`config.mk`:
```
export PLATFORM = sky130hd
export DESIGN_NAME = uart_relay_stage
export DESIGN_NICKNAME = d
export VERILOG_FILES = /design/src/rtl/uart_relay_stage.sv
export SDC_FILE = /design/constraint.sdc
export NUM_CORES = 1
export LEC_CHECK = 0
export CAP_MARGIN = 0
export CORE_MARGIN = 8
export CORE_UTILIZATION = 45
export CTS_BUF_LIST = sky130_fd_sc_hd__clkbuf_2
export CTS_CLUSTER_SIZE = 12
export DETAILED_ROUTE_END_ITERATION = 10
export PLACE_DENSITY_LB_ADDON = 0.05
export SYNTH_ARGS = -nofsm -noshare
export SYNTH_HDL_FRONTEND = slang
export SYNTH_SLANG_ARGS = --single-unit
```
`constraint.sdc`:
```
create_clock -name sys_clk -period 4.4 [get_ports sys_clk]
set_input_delay 1.1 -clock sys_clk [delete_from_list [all_inputs] [get_ports sys_clk]]
set_output_delay 1.1 -clock sys_clk [all_outputs]
set_load 0.01 [all_outputs]
```
`src/rtl/uart_relay_stage.sv`:
```
`default_nettype none
// ============================================================================
// Module      : uart_relay_stage
// Description : Buffers bytes from the UART receive side, with an optional
//               single-byte substitution, and replays them on the transmit side.
// Revision    : 1.0 - initial release
// ============================================================================
module uart_relay_stage #(
    parameter int NUM_DATA_BITS   = 8,
    parameter int FIFO_ADDR_WIDTH = 4
) (
    input  logic                       sys_clk,
    input  logic                       rst,
    input  logic                       relay_enable,
    input  logic                       subst_enable,
    input  logic [NUM_DATA_BITS-1:0]   match_byte,
    input  logic [NUM_DATA_BITS-1:0]   replace_byte,
    input  logic                       rx_new_data_ready,
    input  logic [NUM_DATA_BITS-1:0]   rx_data,
    input  logic                       tx_write_ready,
    output logic                       tx_select,
    output logic                       tx_start,
    output logic [NUM_DATA_BITS-1:0]   tx_data,
    output logic [FIFO_ADDR_WIDTH:0]   fifo_count,
    output logic                       overflow
);

    localparam int                     c_DEPTH = 2 ** FIFO_ADDR_WIDTH;
    localparam logic [FIFO_ADDR_WIDTH:0] c_FULL = (FIFO_ADDR_WIDTH+1)'(c_DEPTH);

    localparam logic [2:0] c_ST_IDLE      = 3'd0;
    localparam logic [2:0] c_ST_LOAD      = 3'd1;
    localparam logic [2:0] c_ST_START     = 3'd2;
    localparam logic [2:0] c_ST_WAIT_BUSY = 3'd3;
    localparam logic [2:0] c_ST_WAIT_DONE = 3'd4;

    logic [2:0]                 r_state;
    logic [2:0]                 w_state_next;
    logic                       w_tx_start;

    logic                       r_rx_q;
    logic                       r_rx_qq;
    logic [NUM_DATA_BITS-1:0]   r_mem [c_DEPTH];
    logic [FIFO_ADDR_WIDTH-1:0] r_wr_ptr;
    logic [FIFO_ADDR_WIDTH-1:0] r_rd_ptr;
    logic [FIFO_ADDR_WIDTH:0]   r_count;
    logic                       r_tx_select;
    logic [NUM_DATA_BITS-1:0]   r_tx_data;
    logic                       r_overflow;

    logic                       w_capture;
    logic                       w_in_idle;
    logic                       w_empty;
    logic                       w_full;
    logic                       w_pop;
    logic                       w_flush;
    logic                       w_push;
    logic                       w_drop;
    logic [NUM_DATA_BITS-1:0]   w_wr_byte;

    // Edge is taken between the two registered copies, so a byte lands one
    // cycle after the level is first seen.
    assign w_capture = r_rx_q & ~r_rx_qq & r_tx_select;
    assign w_in_idle = (r_state == c_ST_IDLE);
    assign w_empty   = (r_count == '0);
    assign w_full    = (r_count == c_FULL);
    assign w_pop     = w_in_idle & ~w_empty & r_tx_select & relay_enable;
    assign w_flush   = w_in_idle & ~w_empty & ~relay_enable;
    // A pop in the same cycle frees a slot, so a full FIFO still accepts it.
    assign w_push    = w_capture & ~w_flush & (~w_full | w_pop);
    assign w_drop    = w_capture & ~w_flush & w_full & ~w_pop;
    assign w_wr_byte = (subst_enable && (rx_data == match_byte)) ? replace_byte : rx_data;

    always_ff @(posedge sys_clk) begin
        if (!rst) begin
            r_state <= c_ST_IDLE;
        end else begin
            r_state <= w_state_next;
        end
    end

    always_comb begin
        w_state_next = r_state;
        w_tx_start   = 1'b0;
        case (r_state)
            c_ST_IDLE: begin
                if (w_pop) begin
                    w_state_next = c_ST_LOAD;
                end
            end
            c_ST_LOAD: begin
                if (tx_write_ready) begin
                    w_state_next = c_ST_START;
                end
            end
            c_ST_START: begin
                w_tx_start   = 1'b1;
                w_state_next = c_ST_WAIT_BUSY;
            end
            c_ST_WAIT_BUSY: begin
                if (!tx_write_ready) begin
                    w_state_next = c_ST_WAIT_DONE;
                end
            end
            c_ST_WAIT_DONE: begin
                if (tx_write_ready) begin
                    w_state_next = c_ST_IDLE;
                end
            end
            default: begin
                w_state_next = c_ST_IDLE;
            end
        endcase
    end

    always_ff @(posedge sys_clk) begin
        if (rst && w_push) begin
            r_mem[r_wr_ptr] <= w_wr_byte;
        end
    end

    always_ff @(posedge sys_clk) begin
        if (!rst) begin
            r_rx_q      <= 1'b0;
            r_rx_qq     <= 1'b0;
            r_wr_ptr    <= '0;
            r_rd_ptr    <= '0;
            r_count     <= '0;
            r_tx_select <= 1'b0;
            r_tx_data   <= '0;
            r_overflow  <= 1'b0;
        end else begin
            r_rx_q  <= rx_new_data_ready;
            r_rx_qq <= r_rx_q;

            if (w_push) begin
                r_wr_ptr <= r_wr_ptr + 1'b1;
            end

            if (w_flush) begin
                r_rd_ptr <= r_wr_ptr;
            end else if (w_pop) begin
                r_rd_ptr <= r_rd_ptr + 1'b1;
            end

            if (w_flush) begin
                r_count <= '0;
            end else if (w_push && !w_pop) begin
                r_count <= r_count + 1'b1;
            end else if (w_pop && !w_push) begin
                r_count <= r_count - 1'b1;
            end

            if (w_drop) begin
                r_overflow <= 1'b1;
            end

            if (w_pop) begin
                r_tx_data <= r_mem[r_rd_ptr];
            end

            // Select only moves between bytes; clearing waits for the flush.
            if (w_in_idle) begin
                if (relay_enable) begin
                    r_tx_select <= 1'b1;
                end else if (w_empty) begin
                    r_tx_select <= 1'b0;
                end
            end
        end
    end

    assign tx_select  = r_tx_select;
    assign tx_start   = w_tx_start;
    assign tx_data    = r_tx_data;
    assign fifo_count = r_count;
    assign overflow   = r_overflow;

endmodule
`default_nettype wire

```
==> flow_summary.json, run 1 <==
{
  "slew_headroom_pct": 35.3,
  "htreeDepth": 4,
  "grt.total_usage_pct": 15.9,
  "cts_buffers": 17,
  "crit_chain": "or4_4 > or2_4 > a31o_2 > inv_1 > ha_1 > inv_1 > ha_1 > nor2b_1 > o21a_1 > or4_1 > a21o_1 > a21oi_1",
  "final_cells": 689,
  "hold_path_class": "reg2reg",
  "setup-tns-final_ns": 0,
  "viasPerCell": 5.38,
  "criticalPathCategory": "reg2reg",
  "drtPass1Iterations": 5,
  "drive_gt1_share_pct": 15.2,
  "cts.path.max_buffers": 2,
  "ir_drop_uv": 293,
  "io_pins": 46,
  "period_share_pct": 76.9,
  "synth_fp_nets": 475,
  "slowest_stage": "or4_4",
  "syn2layout_area_growth_pct": 14.7,
  "critPathRequiredTime_ns": 5.07,
  "power_density_mw_per_mm2": 402,
  "synth_edf_count": 128,
  "dp_cells": 657,
  "rsz0062_at_grt": "no",
  "gp_congestion": 0.806,
  "wirelength_um": 13700,
  "grt_max_degree": 34,
  "fillers": 1228,
  "final-setup-viol-count": 0,
  "grt_first_pass_wirelength_um": 21500,
  "ys.flop_type": "edfxtp_1",
  "antenna_found_initial": 0,
  "avgSynthCellArea_um2": 14.9,
  "hold_buffers": 0,
  "worstMarginPinSlew_ns": 0.969,
  "final_common_cell": "edfxtp_1",
  "num_rows": 44,
  "drtIter0Drc": 183,
  "final_cell_mix": "edfxtp_1 (128), clkdlybuf4s50_1 (45), mux2i_1 (34)",
  "final-hold-violation-count": 0,
  "ant_nets": 0,
  "cts_resized": 0,
  "synth_area_mm2": 0.00647,
  "clk_pin_slew_ns": 0.25,
  "cp_max_fo": 7,
  "worstPathArrival_ns": 4.05,
  "final_max_slew_viol_count": 0,
  "async_flop_share_pct": 0,
  "diodes": 0,
  "nets": 533,
  "end_kind": "flop",
  "startpoint_type": "flop",
  "max_stage_delay_ns": 0.58,
  "yosys_warnings": 0,
  "cts_tree": "built",
  "cts_root_buffer": "clkbuf_2",
  "clock_latency_ns": 0.71,
  "status": "completed",
  "vias": 3704,
  "fin_skew_ns": 0.0434,
  "maxCapViolations": 0,
  "die_h_um": 136,
  "synth-seq-area-share_pct": 68.1,
  "die_x_um": 136,
  "grt_pass1_vias": 3769,
  "grt_overflow": 0,
  "dieArea_mm2": 0.0185,
  "routedWlPerCell_um": 19.9,
  "fmax_mhz": 296,
  "port-buffer-count": 45,
  "min_period_ns": 3.38,
  "place_hpwl_um": 9470,
  "yosysUniqueCellTypes": 42,
  "drc": 0,
  "leakage_uw": 0.00232,
  "core-area_mm2": 0.0143,
  "clkSinkCount": 156,
  "synthCells": 434,
  "cts_setup_buffers": 0,
  "ys_seq_elements": 156,
  "start_util_pct": 45.2
}
==> flip-flops by register name, indices dropped and copies added (netlist names) <==
signal and flops:
fifo_count 5, overflow 1, r_mem 128, r_rd_ptr 4
r_rx_q 1, r_rx_qq 1, r_state 3, r_wr_ptr 4
tx_data 8, tx_select 1
==> where the power goes <==
part / switching [uW] / leakage, uW / internal, uW / total [uW]
Combinational: 259 / 0.000803 / 244 / 503
Sequential: 60.7 / 0.00138 / 1630 / 1690
Clock: 521 / 0.000139 / 269 / 790
Total: 840 / 0.00232 / 2140 / 2990
==> synth_stat cells, types with 2 or more instances <==
cell	number	area, um2
edfxtp_1	128	3840
mux2i_1	34	340
nand2_1	31	116
dfxtp_1	28	561
nor2_1	26	97.6
mux4_2	16	360
o22ai_1	16	100
o21ai_0	14	70.1
a21oi_1	12	60.1
nand3_1	12	60.1
clkbuf_1	11	41.3
ha_1	10	125
xor2_1	10	87.6
a211oi_1	9	67.6
a31oi_1	9	56.3
mux2_2	8	90.1
inv_1	7	26.3
nor2b_1	6	37.5
nor3_1	5	25.0
buf_1	4	15.0
buf_2	4	20.0
or3_1	4	25.0
and3_1	3	18.8
nand3b_1	3	22.5
o221ai_1	3	26.3
and2_1	2	12.5
nand2b_1	2	12.5
or2_2	2	12.5
xnor2_1	2	17.5
==> layer usage <==
metal,up-vias,global-route usage [%],routed length [um]
met2,74,25.8,7030
met4,0,4.76,46
li1,1787,-,-
met5,-,0,0
met3,2,3.73,527
met1,1841,20.9,6120
==> critical path: cells and delay by family, from the launching register on <==
kind,cells,cell delay (ns)
AOI/OAI and AO/OA,4,0.72
DFF,1,0.40
and+or+nand+nor,4,1.41
buffers and inverters,2,0.29
adders and majority gates,2,0.54
==> through the flow <==
step / setup slack (ns) / hold slack (ns) / utilization, % / total power (uW) / area, um2
6_report: 1.02 / 0.494 / 51.8 / 2990 / 7420
5_1_grt: 0.835 / 0.524 / 51.8 / 3140 / 7420
4_1_cts: 1.02 / 0.495 / 51.8 / 3020 / 7420
3_5_place_dp: 0.386 / 0.449 / 50.1 / 2230 / 7170
3_3_place_gp: 0.482 / 0.440 / 50.1 / 2230 / 7170
2_1_floorplan: 1.05 / 0.430 / - / 2040 / 6470
==> cell type report <==
class	instances	area [um2]	share of cell area, %
multi-input cells	251	1960	26.4
well taps	184	230	3.10
inverters	8	30.0	0.405
repair buffers	58	548	7.39
clock inverters	15	164	2.21
flip-flops and latches	156	4410	59.4
clock buffers	17	85.1	1.15
==> path summary, 6_finish.rpt <==
path                               startpoint            end  slack [ns]  cells after the start
worst min-delay path                   r_rx_q        r_rx_qq        0.49                      1
worst max register to register  fifo_count[1]  fifo_count[4]        1.02                     12
worst min register to register         r_rx_q        r_rx_qq        0.49                      1
worst max-delay path            fifo_count[1]  fifo_count[4]        1.02                     12
==> cell families after synthesis <==
logic type                 after synthesis  synth area share, %
AOI/OAI and AO/OA                       68                 6.52
xor gates and xnor gates                12                 1.63
adders and majority gates               11                 2.24
buffers and inverters                   27                 1.64
DFF                                    156                 68.1
muxes                                   58                 12.2
and+or+nand+nor                        102                 7.64
(Power assumes the default switching activity.)
==> run 2: changes to the inputs <==
clock period = 2.9 ns   (was 4.4 ns; I/O delays follow)
==> flow_summary.json, run 2 (same netlist as run 1, synthesis figures left out) <==
{
  "status": "finished with violations",
  "violations": "setup timing",
  "power_density_mw_per_mm2": 621,
  "regToRegStartpoint": "fifo_count[2]",
  "final_util_pct": 54.4,
  "hold_path_end": "r_rx_qq",
  "grt_max_degree": 36,
  "cts_tree": "built",
  "routedWlPerCell_um": 19.9,
  "placed_area_mm2": 0.00751,
  "worstMarginPinSlew_ns": 0.700,
  "cts_buffers": 17,
  "slowest_stage": "or4_4",
  "ant_nets": 0,
  "drtIter0Drc": 316,
  "setup-tns-final_ns": -0.0770,
  "rsz0062_at_grt": "yes",
  "dieArea_mm2": 0.0185,
  "largest_register": "r_mem",
  "final-hold-violation-count": 0,
  "clock_latency_ns": 0.72,
  "final-setup-viol-count": 1,
  "drtPass1Iterations": 5,
  "nets": 566,
  "path_delay_family": "simple AND/OR/NAND/NOR gates",
  "reg2reg_slack_ns": -0.08,
  "critPathBufInv": 2,
  "drive_gt1_share_pct": 21.7,
  "crit_chain": "or4_4 > or2_4 > a31o_4 > inv_4 > ha_4 > inv_4 > ha_4 > nor2b_1 > o21a_1 > or4_4 > a21o_1 > a21oi_2",
  "hold_ws_ns": 0.503,
  "gp_congestion": 0.779,
  "final_area_mm2": 0.00778,
  "ff2ff_path_depth": 12,
  "num_rows": 44,
  "cp_max_fo": 5,
  "slew_headroom_pct": 53.2,
  "cts.path.max_buffers": 2,
  "min_period_ns": 2.98,
  "ir_drop_uv": 345,
  "start_util_pct": 45.2,
  "final_cell_mix": "edfxtp_1 (128), clkdlybuf4s50_1 (45), buf_4 (43)",
  "worstPathArrival_ns": 3.63,
  "startpoint_type": "flop",
  "grt_pass1_vias": 3985,
  "maxCapViolations": 0,
  "diodes": 0,
  "leakage_uw": 0.00252,
  "holdPathStages": 1,
  "largest_reg_flops": 128,
  "setup_ws_ns": -0.0770,
  "die_h_um": 136,
  "final_max_slew_viol_count": 0,
  "hold_path_class": "reg2reg",
  "period_share_pct": 103,
  "clkSinkCount": 156,
  "core-area_mm2": 0.0143,
  "grt.total_usage_pct": 16.4,
  "fmax_mhz": 336,
  "htreeDepth": 4,
  "viasPerCell": 5.45,
  "clk_pin_slew_ns": 0.20,
  "vias": 3936,
  "syn2layout_area_growth_pct": 20.3,
  "final_common_cell": "edfxtp_1",
  "io_pins": 46,
  "antenna_found_initial": 0,
  "critPathRequiredTime_ns": 3.55,
  "grt_first_pass_wirelength_um": 22300,
  "fin_skew_ns": 0.0354,
  "cts_root_buffer": "clkbuf_2",
  "hold_start": "r_rx_q",
  "place_hpwl_um": 9860,
  "die_x_um": 136,
  "rr_endpoint": "fifo_count[4]",
  "end_kind": "flop",
  "port-buffer-count": 45,
  "drc": 0,
  "grt_overflow": 0,
  "max_stage_delay_ns": 0.53,
  "wirelength_um": 14300,
  "criticalPathCategory": "reg2reg"
}
run 2: changes by cell type in the layout (fill, tap and decap cells not counted), sizes merged:
cell      previous run  this run
bufinv               2         4
buf                 13        46
inv                 11         7
clkbuf              17        22
clkinvlp             4         1
run 2: cell type report:
| cell class | count | area (um2) |
|---|---|---|
| sequential | 156 | 4410 |
| tap | 184 | 230 |
| inverter | 8 | 35.0 |
| multi-input combinational | 251 | 2010 |
| clock buffer | 22 | 110 |
| clock inverter | 10 | 149 |
| timing repair buffer | 91 | 833 |
| fill | 1228 | 6530 |
run 2: how the worst max path moves through the flow:
stage	startpoint	endpoint	cells past startpoint
3_3_place_gp	relay_enable	fifo_count[4]	12
5_1_grt	fifo_count[3]	fifo_count[4]	12
4_1_cts	fifo_count[2]	fifo_count[4]	12
3_5_place_dp	relay_enable	fifo_count[4]	12
6_report	fifo_count[2]	fifo_count[4]	12
2_1_floorplan	fifo_count[2]	fifo_count[4]	12
run 2: power by group:
part / internal (uW) / switching, uW / leakage (uW)
sequential: 2480 / 44.1 / 0.00138
clock: 573 / 708 / 0.000161
combinational: 511 / 520 / 0.000984
run 2: repair_timing:
action                     in CTS  in global routing
hold buffers                    0                  0
pin swaps                       1                  0
gates resized for setup         1                  1
setup endpoints to repair       1                  1
buffers inserted                0                  0
run 2: layer usage:
metal | share of wire [%] | up-vias | routed length [um] | GRT usage, %
li1 | - | 1862 | - | -
met1 | 45 | 1954 | 6510 | 20.8
met2 | 48 | 103 | 6870 | 25.9
met3 | 5.0 | 17 | 714 | 4.95
met4 | 1.7 | 0 | 247 | 6.59
met5 | 0 | - | 0 | 0
run 2: stage by stage:
stage | worst slack, ns | cells | total power [uW]
2_1_floorplan | -0.0931 | 434 | 3140
3_3_place_gp | -0.235 | 690 | 3580
3_5_place_dp | -0.300 | 690 | 3600
4_1_cts | -0.0880 | 722 | 4890
5_1_grt | -0.160 | 722 | 5050
6_report | -0.0770 | 722 | 4830
==> run 3: changes to the inputs <==
CTS_CLUSTER_SIZE = 10   (was 12)
==> results of run 3 <==
Same layout as run 2: the final DEF is identical, and so are final timing and power.
